$ cat src/rtl/dds_poly_eval_if.sv
// rtl/dds_poly_eval_if.sv - phase/result handshake and coefficient ROM bus for dds_poly_eval
interface dds_poly_eval_if #(
    parameter int PHASE_WIDTH = 32,
    parameter int ADDR_WIDTH  = 5,
    parameter int DATA_WIDTH  = 32
);
    logic                   in_valid;
    logic                   in_ready;
    logic [PHASE_WIDTH-1:0] phase;
    logic                   rom_en;
    logic [ADDR_WIDTH-1:0]  rom_addr;
    logic [DATA_WIDTH-1:0]  coef_a0;
    logic [DATA_WIDTH-1:0]  coef_a1;
    logic [DATA_WIDTH-1:0]  coef_a2;
    logic                   out_valid;
    logic                   out_ready;
    logic [DATA_WIDTH-1:0]  out_data;

    modport slave (
        input  in_valid, phase, coef_a0, coef_a1, coef_a2, out_ready,
        output in_ready, rom_en, rom_addr, out_valid, out_data
    );

    modport master (
        output in_valid, phase, coef_a0, coef_a1, coef_a2, out_ready,
        input  in_ready, rom_en, rom_addr, out_valid, out_data
    );
endinterface

$ cat src/rtl/dds_poly_eval.sv
// rtl/dds_poly_eval.sv - piecewise quadratic evaluator, Horner form on one shared multiplier
module dds_poly_eval #(
    parameter int PHASE_WIDTH = 32,
    parameter int ADDR_WIDTH  = 5,
    parameter int DATA_WIDTH  = 32,
    parameter int X_WIDTH     = 16
) (
    input logic             clk,
    input logic             rst_n,
    dds_poly_eval_if.slave  bus
);
    localparam int PW  = DATA_WIDTH + X_WIDTH + 1;
    localparam int LSB = PHASE_WIDTH - ADDR_WIDTH - X_WIDTH;

    typedef enum logic [2:0] {IDLE, FETCH, H1, H2, OUT} state_t;

    state_t                        state, state_nxt;
    logic [ADDR_WIDTH-1:0]         rom_addr_q;
    logic                          rom_en_q;
    logic [X_WIDTH-1:0]            x_reg;
    logic signed [DATA_WIDTH-1:0]  acc;
    logic [DATA_WIDTH-1:0]         out_data_q;
    logic                          out_valid_q;

    logic signed [DATA_WIDTH-1:0]  mul_a;
    logic signed [DATA_WIDTH-1:0]  addend;
    logic signed [PW-1:0]          prod;
    logic [DATA_WIDTH:0]           sum;
    logic [DATA_WIDTH-1:0]         sat_res;
    logic                          unused_bits;

    always_comb begin
        state_nxt = state;
        case (state)
            IDLE:    if (bus.in_valid) state_nxt = FETCH;
            FETCH:   state_nxt = H1;
            H1:      state_nxt = H2;
            H2:      state_nxt = OUT;
            OUT:     if (bus.out_ready) state_nxt = IDLE;
            default: state_nxt = IDLE;
        endcase
    end

    always_ff @(posedge clk or negedge rst_n) begin
        if (!rst_n) state <= IDLE;
        else        state <= state_nxt;
    end

    // H1 multiplies A2, H2 multiplies the running accumulator; x is always the other operand
    always_comb begin
        mul_a   = (state == H1) ? $signed(bus.coef_a2) : acc;
        addend  = (state == H1) ? $signed(bus.coef_a1) : $signed(bus.coef_a0);
        prod    = $signed({{(PW-DATA_WIDTH){mul_a[DATA_WIDTH-1]}}, mul_a})
                * $signed({{(PW-X_WIDTH){1'b0}}, x_reg});
        sum     = {prod[X_WIDTH+DATA_WIDTH-1], prod[X_WIDTH +: DATA_WIDTH]}
                + {addend[DATA_WIDTH-1], addend};
        sat_res = sum[DATA_WIDTH-1:0];
        if (sum[DATA_WIDTH] != sum[DATA_WIDTH-1])
            sat_res = sum[DATA_WIDTH] ? {1'b1, {(DATA_WIDTH-1){1'b0}}}
                                      : {1'b0, {(DATA_WIDTH-1){1'b1}}};
    end

    assign unused_bits = ^{prod[PW-1], prod[X_WIDTH-1:0], bus.phase[LSB-1:0]};

    always_ff @(posedge clk or negedge rst_n) begin
        if (!rst_n) begin
            rom_addr_q  <= '0;
            rom_en_q    <= 1'b0;
            x_reg       <= '0;
            acc         <= '0;
            out_data_q  <= '0;
            out_valid_q <= 1'b0;
        end else begin
            case (state)
                IDLE: begin
                    if (bus.in_valid) begin
                        rom_addr_q <= bus.phase[PHASE_WIDTH-1 -: ADDR_WIDTH];
                        x_reg      <= bus.phase[PHASE_WIDTH-ADDR_WIDTH-1 -: X_WIDTH];
                        rom_en_q   <= 1'b1;
                    end
                end
                FETCH: rom_en_q <= 1'b0;
                H1:    acc <= sat_res;
                H2: begin
                    out_data_q  <= sat_res;
                    out_valid_q <= 1'b1;
                end
                OUT:   if (bus.out_ready) out_valid_q <= 1'b0;
                default: ;
            endcase
        end
    end

    assign bus.in_ready  = (state == IDLE);
    assign bus.rom_en    = rom_en_q;
    assign bus.rom_addr  = rom_addr_q;
    assign bus.out_valid = out_valid_q;
    assign bus.out_data  = out_data_q;
endmodule

$ cat src/flat_wrapper.sv
// flat-port wrapper written by rule: the top's interface ports become plain ports
module dds_poly_eval_flat 
#(
    parameter int PHASE_WIDTH = 32,
    parameter int ADDR_WIDTH  = 5,
    parameter int DATA_WIDTH  = 32,
    parameter int X_WIDTH     = 16
)
  (clk, rst_n, bus_in_valid, bus_phase, bus_coef_a0, bus_coef_a1, bus_coef_a2, bus_out_ready, bus_in_ready, bus_rom_en, bus_rom_addr, bus_out_valid, bus_out_data);
  dds_poly_eval_if #(.PHASE_WIDTH(PHASE_WIDTH), .ADDR_WIDTH(ADDR_WIDTH), .DATA_WIDTH(DATA_WIDTH)) bus_i ();
  input logic clk;
  input logic rst_n;
  input wire logic [$bits(bus_i.in_valid)-1:0] bus_in_valid;
  input wire logic [$bits(bus_i.phase)-1:0] bus_phase;
  input wire logic [$bits(bus_i.coef_a0)-1:0] bus_coef_a0;
  input wire logic [$bits(bus_i.coef_a1)-1:0] bus_coef_a1;
  input wire logic [$bits(bus_i.coef_a2)-1:0] bus_coef_a2;
  input wire logic [$bits(bus_i.out_ready)-1:0] bus_out_ready;
  output wire logic [$bits(bus_i.in_ready)-1:0] bus_in_ready;
  output wire logic [$bits(bus_i.rom_en)-1:0] bus_rom_en;
  output wire logic [$bits(bus_i.rom_addr)-1:0] bus_rom_addr;
  output wire logic [$bits(bus_i.out_valid)-1:0] bus_out_valid;
  output wire logic [$bits(bus_i.out_data)-1:0] bus_out_data;
  assign bus_i.in_valid = bus_in_valid;
  assign bus_i.phase = bus_phase;
  assign bus_i.coef_a0 = bus_coef_a0;
  assign bus_i.coef_a1 = bus_coef_a1;
  assign bus_i.coef_a2 = bus_coef_a2;
  assign bus_i.out_ready = bus_out_ready;
  assign bus_in_ready = bus_i.in_ready;
  assign bus_rom_en = bus_i.rom_en;
  assign bus_rom_addr = bus_i.rom_addr;
  assign bus_out_valid = bus_i.out_valid;
  assign bus_out_data = bus_i.out_data;
  dds_poly_eval #(.PHASE_WIDTH(PHASE_WIDTH), .ADDR_WIDTH(ADDR_WIDTH), .DATA_WIDTH(DATA_WIDTH), .X_WIDTH(X_WIDTH)) u_core (.clk(clk), .rst_n(rst_n), .bus(bus_i));
endmodule
$ cat config.mk
export PLATFORM = sky130hd
export DESIGN_NAME = dds_poly_eval_flat
export DESIGN_NICKNAME = d
export VERILOG_FILES = /design/src/rtl/dds_poly_eval_if.sv /design/src/rtl/dds_poly_eval.sv /design/src/flat_wrapper.sv
export SDC_FILE = /design/constraint.sdc
export NUM_CORES = 2
export LEC_CHECK = 0
export CELL_PAD_IN_SITES_DETAIL_PLACEMENT = 1
export CELL_PAD_IN_SITES_GLOBAL_PLACEMENT = 1
export CORE_MARGIN = 2
export CORE_UTILIZATION = 23
export DETAILED_ROUTE_END_ITERATION = 12
export PLACE_DENSITY_LB_ADDON = 0.1
export SYNTH_ARGS = -nofsm -noshare
export SYNTH_HDL_FRONTEND = slang
export SYNTH_SLANG_ARGS = --single-unit
$ cat constraint.sdc
create_clock -name clk -period 14.6 [get_ports clk]
set_input_delay 4.38 -clock clk [delete_from_list [all_inputs] [get_ports clk]]
set_output_delay 4.38 -clock clk [all_outputs]
set_load 0.005 [all_outputs]
### After elaboration in Yosys (flattened, before gate mapping)

Index checks and enable logic that the tools add are counted.

| storage, ports and cells | value |
|---|---|
| output and inout bits | 40 |
| word-level logic and storage cells | 34 |
| register bits | 90 |

| cells by class | value |
|---|---|
| multiplexer cells | 11 |
| $mul | 1 |
| reductions and logical operators | 7 |
| add/sub/neg operators | 1 |
| equal/unequal tests | 7 |

Operators by type and width:

| operator | count |
|---|---|
| 32-bit 2-to-1 mux | 4 |
| 32-bit by 17-bit multiplier with 48-bit output | 1 |
| 32-bit by 32-bit adder with 33-bit output | 1 |
| 3-bit one-hot mux with 5 select lines | 1 |
| 2-bit AND reduction | 4 |
| 3-bit by 2-bit == test with 1-bit output (second input constant) | 2 |
| 3-bit 2-to-1 mux | 2 |
| 2-bit != test (second input constant) | 2 |
| 1-bit one-hot mux with 2 select lines | 2 |
| 2-bit nonzero test | 2 |
| 3-bit by 1-bit == test with 1-bit output (second input constant) | 1 |
| 3-bit == test (second input constant) | 1 |
| 3-bit zero test | 1 |
| 1-bit 2-to-1 mux | 2 |
| 1-bit != test | 1 |

### Depth between registers and ports, before layout

| logic depth | value |
|---|---|
| depth after elaboration | 6 |
| gate-level depth with buffers | 42 |
| gate-level depth less buffers | 36 |

### Worst setup path after synthesis

OpenSTA, ideal clock, no wires.

| timing | value |
|---|---|
| path type | input to register |
| start | in bus_coef_a2[19] |
| end | reg u_core.acc[29] |
| data arrival time | 12258 ps |
| setup time | 90 ps |
| cell stages on the path | 33 |
| path slack | 2252 ps |
| buffers on the path | 2 |
| cells stage by stage | nand2_1 -> nand2_1 -> clkbuf_1 -> nand2_1 -> fa_1 -> fa_1 -> fa_1 -> inv_1 -> fa_1 -> fa_1 -> inv_1 -> fa_1 -> inv_1 -> ha_1 -> and3_1 -> and2_1 -> a2111o_1 -> o21ba_2 -> nor4_1 -> o21ai_1 -> a211oi_1 -> or4_1 -> o311ai_1 -> ha_1 -> nand2_2 -> or3_4 -> or3_1 -> o2111ai_1 -> o21ai_2 -> or3_4 -> buf_6 -> o21a_4 -> o31ai_4 |

| between the ends | value |
|---|---|
| longest elaborated chain between the ends | 5 |
| elaborated cells on any way between the ends | 6 |
| those cells by class | add/sub (1); mul (1); eq/ne (1); mux (3) |

Ends and longest elaborated chain:

| item | RTL line | RTL |
|---|---|---|
| from (decl) | flat_wrapper.sv:17 | `input wire logic [$bits(bus_i.coef_a2)-1:0] bus_coef_a2;` |
| 32-bit 2-to-1 mux (*) | dds_poly_eval.sv:51 | `mul_a = (state == H1) ? $signed(bus.coef_a2) : acc;` |
| 32-bit by 17-bit multiplier with 48-bit output (*) | dds_poly_eval.sv:54 | `* $signed({{(PW-X_WIDTH){1'b0}}, x_reg});` |
| 32-bit by 32-bit adder with 33-bit output (*) | dds_poly_eval.sv:56 | `+ {addend[DATA_WIDTH-1], addend};` |
| 32-bit 2-to-1 mux or 1-bit != test (tied branches) | dds_poly_eval.sv:59, dds_poly_eval.sv:58 |  |
| 32-bit 2-to-1 mux (*) | dds_poly_eval.sv:58 | `if (sum[DATA_WIDTH] != sum[DATA_WIDTH-1])` |
| to (signal assigned) | dds_poly_eval.sv:83 | `H1: acc <= sat_res;` |
| to (decl) | dds_poly_eval.sv:21 | `logic signed [DATA_WIDTH-1:0] acc;` |

Every way passes the cells marked *; elsewhere a longest branch is shown, timed or not.
A chain may end at the register's enable or synchronous reset.

### Final worst setup path

| timing | value |
|---|---|
| start | in bus_coef_a2[8] |
| end | reg u_core.out_data_q[3] (netlist: u_core.bus.out_data[3]) |

| between the ends | value |
|---|---|
| longest elaborated chain between the ends | 5 |
| elaborated cells on any way between the ends | 6 |
| those cells by class | add/sub (1); mul (1); eq/ne (1); mux (3) |

Ends and longest elaborated chain:

| item | RTL line | RTL |
|---|---|---|
| 32-bit 2-to-1 mux (*) | dds_poly_eval.sv:51 |  |
| 32-bit by 17-bit multiplier with 48-bit output (*) | dds_poly_eval.sv:54 |  |
| 32-bit by 32-bit adder with 33-bit output (*) | dds_poly_eval.sv:56 |  |
| 32-bit 2-to-1 mux or 1-bit != test (tied branches) | dds_poly_eval.sv:59, dds_poly_eval.sv:58 |  |
| 32-bit 2-to-1 mux (*) | dds_poly_eval.sv:58 |  |
| to (signal assigned) | dds_poly_eval.sv:85 | `out_data_q <= sat_res;` |
| to (decl) | dds_poly_eval.sv:22 | `logic [DATA_WIDTH-1:0] out_data_q;` |

Marks and branches as above.

==> summary.log <==
INFO  outcome        run_status=finished clean
INFO  clocking       clock_sinks=90
INFO  grt            grt-busiest-layer=met2
INFO  detailed_routing detail_route.first_pass.iterations=4
INFO  detailed_routing drc_errors=0
INFO  sta            finClkSkew=17.3ps
INFO  grt            antenna_found_initial=2
INFO  placement      io_buffers=160
INFO  synthesis      synth.lib_cells_used.distinct=76
INFO  critical_path  highest_cell_delay_on_the_worst_timing_path=550ps
INFO  clocking       cts_setup_buffers=0
INFO  clocking       cts_tree=built
INFO  placement      place.detailed.hpwl=70800um
INFO  synthesis      synth_edf_count=0
INFO  grt            first_global_vias=21600
INFO  grt            grt_use_met2=31.5%
INFO  placement      finalWeightedCongestion=0.775
INFO  worst_hold_path min_delay_worst_endpoint=u_core.bus.out_data[31]
INFO  floorplan      initial_utilization=23.2%
INFO  critical_path  timing.critical_path.to_type=register
INFO  sta            maxSlewHeadroom=34.6%
INFO  detailed_routing vias_per_cell=4.31
INFO  detailed_routing via_count=18490
INFO  clocking       cts_htree_levels=3
INFO  grt            grt_pass1_wl=133000um
INFO  synthesis      ys_warn_count=0
INFO  sta            fmax=0.0716GHz
INFO  floorplan      chipHeight=322um
INFO  layout         area_delta_synth_final=19.2%
INFO  critical_path  reg2reg_depth=40
INFO  layout         multi_input_area=18500um^2
INFO  grt            grt_start_max_net_pins=65
INFO  synthesis      postSynthNetCount=3478
INFO  floorplan      die_w=322um
INFO  detailed_routing wire_per_inst=19.8um
INFO  floorplan      placementRows=116
INFO  sta            maxSlewViolCount=0
INFO  layout         area_taken_by_flip_flops_and_latches=2270um^2
INFO  clocking       cts-hold-fix-buffers=0
INFO  sta            setup-tns-final=0ps
INFO  critical_path  crit_path_max_fanout=11
INFO  sta            final_min_period_over_clock_period=95.6%
INFO  synthesis      synthesis.instances=2719
INFO  critical_path  cpMostUsedCell=fa_1
INFO  clocking       cts.clk_slew.worst_paths=80ps
INFO  grt            globalRoute.totalOverflow=0
INFO  synthesis      synth_ff_type=dfrtp_1
INFO  critical_path  timing.critical_path.slowest_stage_cell=fa_1
INFO  clocking       cts_repair_resize_count=0
INFO  floorplan      die_area=104000um^2
INFO  detailed_routing postRouteWirelength=85200um
INFO  critical_path  crit_required=14910ps
INFO  sta            worst_hold_margin=484ps
INFO  sta            timing_worst_slew_pin_value=980ps
INFO  worst_hold_path min_delay_path_depth=2
INFO  clocking       clock_tree.buffer_depth=2
INFO  critical_path  kind_of_critical_path=in2reg
INFO  clocking       clk_lat_worst_skew=400ps
INFO  worst_hold_path hp-start=u_core.bus.out_data[31]
INFO  synthesis      yosysSeqAreaShare=9.67%
INFO  critical_path  setup.reg_to_reg.worst_slack=3380ps
INFO  clocking       library_cell_used_as_clock_root_buffer=clkbuf_16
INFO  layout         nNetsFinal=3693
INFO  job            max-cap-violations=0
INFO  synthesis      syn_area_per_cell=8.57um^2
INFO  sta            rsz0062_at_grt=false
INFO  floorplan      core_area=100000um^2
INFO  layout         fill_cells=11880
INFO  detailed_routing first_iter_violations=561
INFO  critical_path  crit_path_start_kind=input pin
INFO  critical_path  timing.rr.end=u_core.bus.out_data[3]
INFO  critical_path  crit_arrival=14280ps
INFO  sta            report.final.hold_viol_count=0
INFO  synthesis      synth.cell_area=23300um^2
INFO  grt            globalRouteMet3Util=1.05%
INFO  synthesis      synthArstFlopShare=100%
INFO  worst_hold_path worstHoldPathType=reg2reg
INFO  critical_path  regToRegStartpoint=u_core.state[1]
INFO  synthesis      yosys_register_bits=90
INFO  layout         final_layout_size_suffix_gt1_share=8.34%
INFO  grt            groute.layer.met1.usage=21.8%
INFO  detailed_routing drtAntennaViolNets=0
INFO  clocking       numCtsBuffers=9
INFO  sta            setup_violations=0
INFO  sta            layout_min_cycle_time=13960ps
INFO  layout         antenna_cells=0
INFO  floorplan      design.portCount=172
INFO  grt            gr-usage-all-layers=17.0%
-- logic make-up after synthesis --
family | count (synthesis) | share of synthesized area, %
and+or+nand+nor | 935 | 18.2
buffers and inverters | 684 | 11.1
adders and majority gates | 627 | 49.3
AOI/OAI and AO/OA | 293 | 8.12
DFF | 90 | 9.67
xor gates and xnor gates | 68 | 2.56
muxes | 22 | 1.06
-- critical path: cells and delay by family --
kind	cells	cell delay (ps)
fa+ha+maj	8	3690
compound gates	11	2280
simple gates	9	2210
buf+inv	10	1680
-- worst max path at each step --
stage	start	endpoint	cells past startpoint
after floorplan	bus_coef_a2[19]	u_core.acc[29]	33
after global placement	bus_coef_a2[8]	u_core.bus.out_data[3]	38
after detailed placement	bus_coef_a2[8]	u_core.acc[3]	38
after CTS	bus_coef_a2[8]	u_core.bus.out_data[3]	38
after global routing	bus_coef_a2[8]	u_core.acc[27]	38
final	bus_coef_a2[8]	u_core.bus.out_data[3]	38
-- layout by cell type, fill, tap and decap left out, drive strengths merged, types with 3 or more instances in the layout --
cell / instances
clkdlybuf4s50: 159
xor2: 18
ha: 144
o21ai: 112
xnor2: 50
nand4: 4
a31oi: 14
a2111oi: 3
o31ai: 9
nor2: 56
inv: 566
nor3: 16
o21a: 10
nor4: 4
fa: 483
nand2: 584
a21o: 25
nand2b: 7
and3: 12
o21bai: 7
clkbuf: 10
o211ai: 3
nor2b: 9
a31o: 3
or2: 3
dfrtp: 90
buf: 164
a211oi: 9
a21oi: 68
and2: 211
or3: 4
mux2: 21
a21boi: 3
nand3: 19
o311ai: 3
-- layout make-up --
| class | instances | share of cell area (%) |
|---|---|---|
| repair buffers | 323 | 10.5 |
| clock buffers | 10 | 0.861 |
| clock inverters | 5 | 0.225 |
| well taps | 1357 | 6.12 |
| flip-flops and latches | 90 | 8.17 |
| multi-input cells | 1945 | 66.5 |
| inverters | 565 | 7.64 |
-- metal layers --
metal	routed length, um	share of wire (%)
met4	1260	1.5
met2	44800	53
met5	0	0
met3	867	1.0
met1	38300	45
-- cell usage after synthesis (12+ instances only) --
cell | n | share of area, %
inv_1 | 565 | 9.1
mux2_2 | 21 | 1.0
o21ai_0 | 63 | 1.4
nor3_1 | 15 | 0.32
ha_1 | 144 | 7.7
o21ai_1 | 44 | 0.95
fa_1 | 483 | 42
a21oi_1 | 65 | 1.4
xnor2_1 | 50 | 1.9
a31oi_1 | 14 | 0.38
xor2_1 | 18 | 0.68
and3_1 | 12 | 0.32
clkbuf_1 | 108 | 1.7
a21o_1 | 25 | 0.81
and2_1 | 211 | 5.7
nor2_1 | 55 | 0.89
nand3_1 | 19 | 0.41
dfrtp_1 | 90 | 9.7
nand2_1 | 583 | 9.4
-- stage by stage --
| step | std cells | instance area [um^2] | utilization [%] | setup slack [ps] |
|---|---|---|---|---|
| 2_1_floorplan | 2719 | 23300 | - | 2250 |
| 3_3_place_gp | 4280 | 27500 | 27.4 | 266 |
| 3_5_place_dp | 4280 | 27500 | 27.4 | 199 |
| 4_1_cts | 4295 | 27800 | 27.7 | 590 |
| 5_1_grt | 4295 | 27800 | 27.7 | 161 |
| 6_report | 4295 | 27800 | 27.7 | 636 |
Power is left out: the tool's default activity adds up to more than one toggle a clock period on the data nets, which glitch-free logic cannot reach.
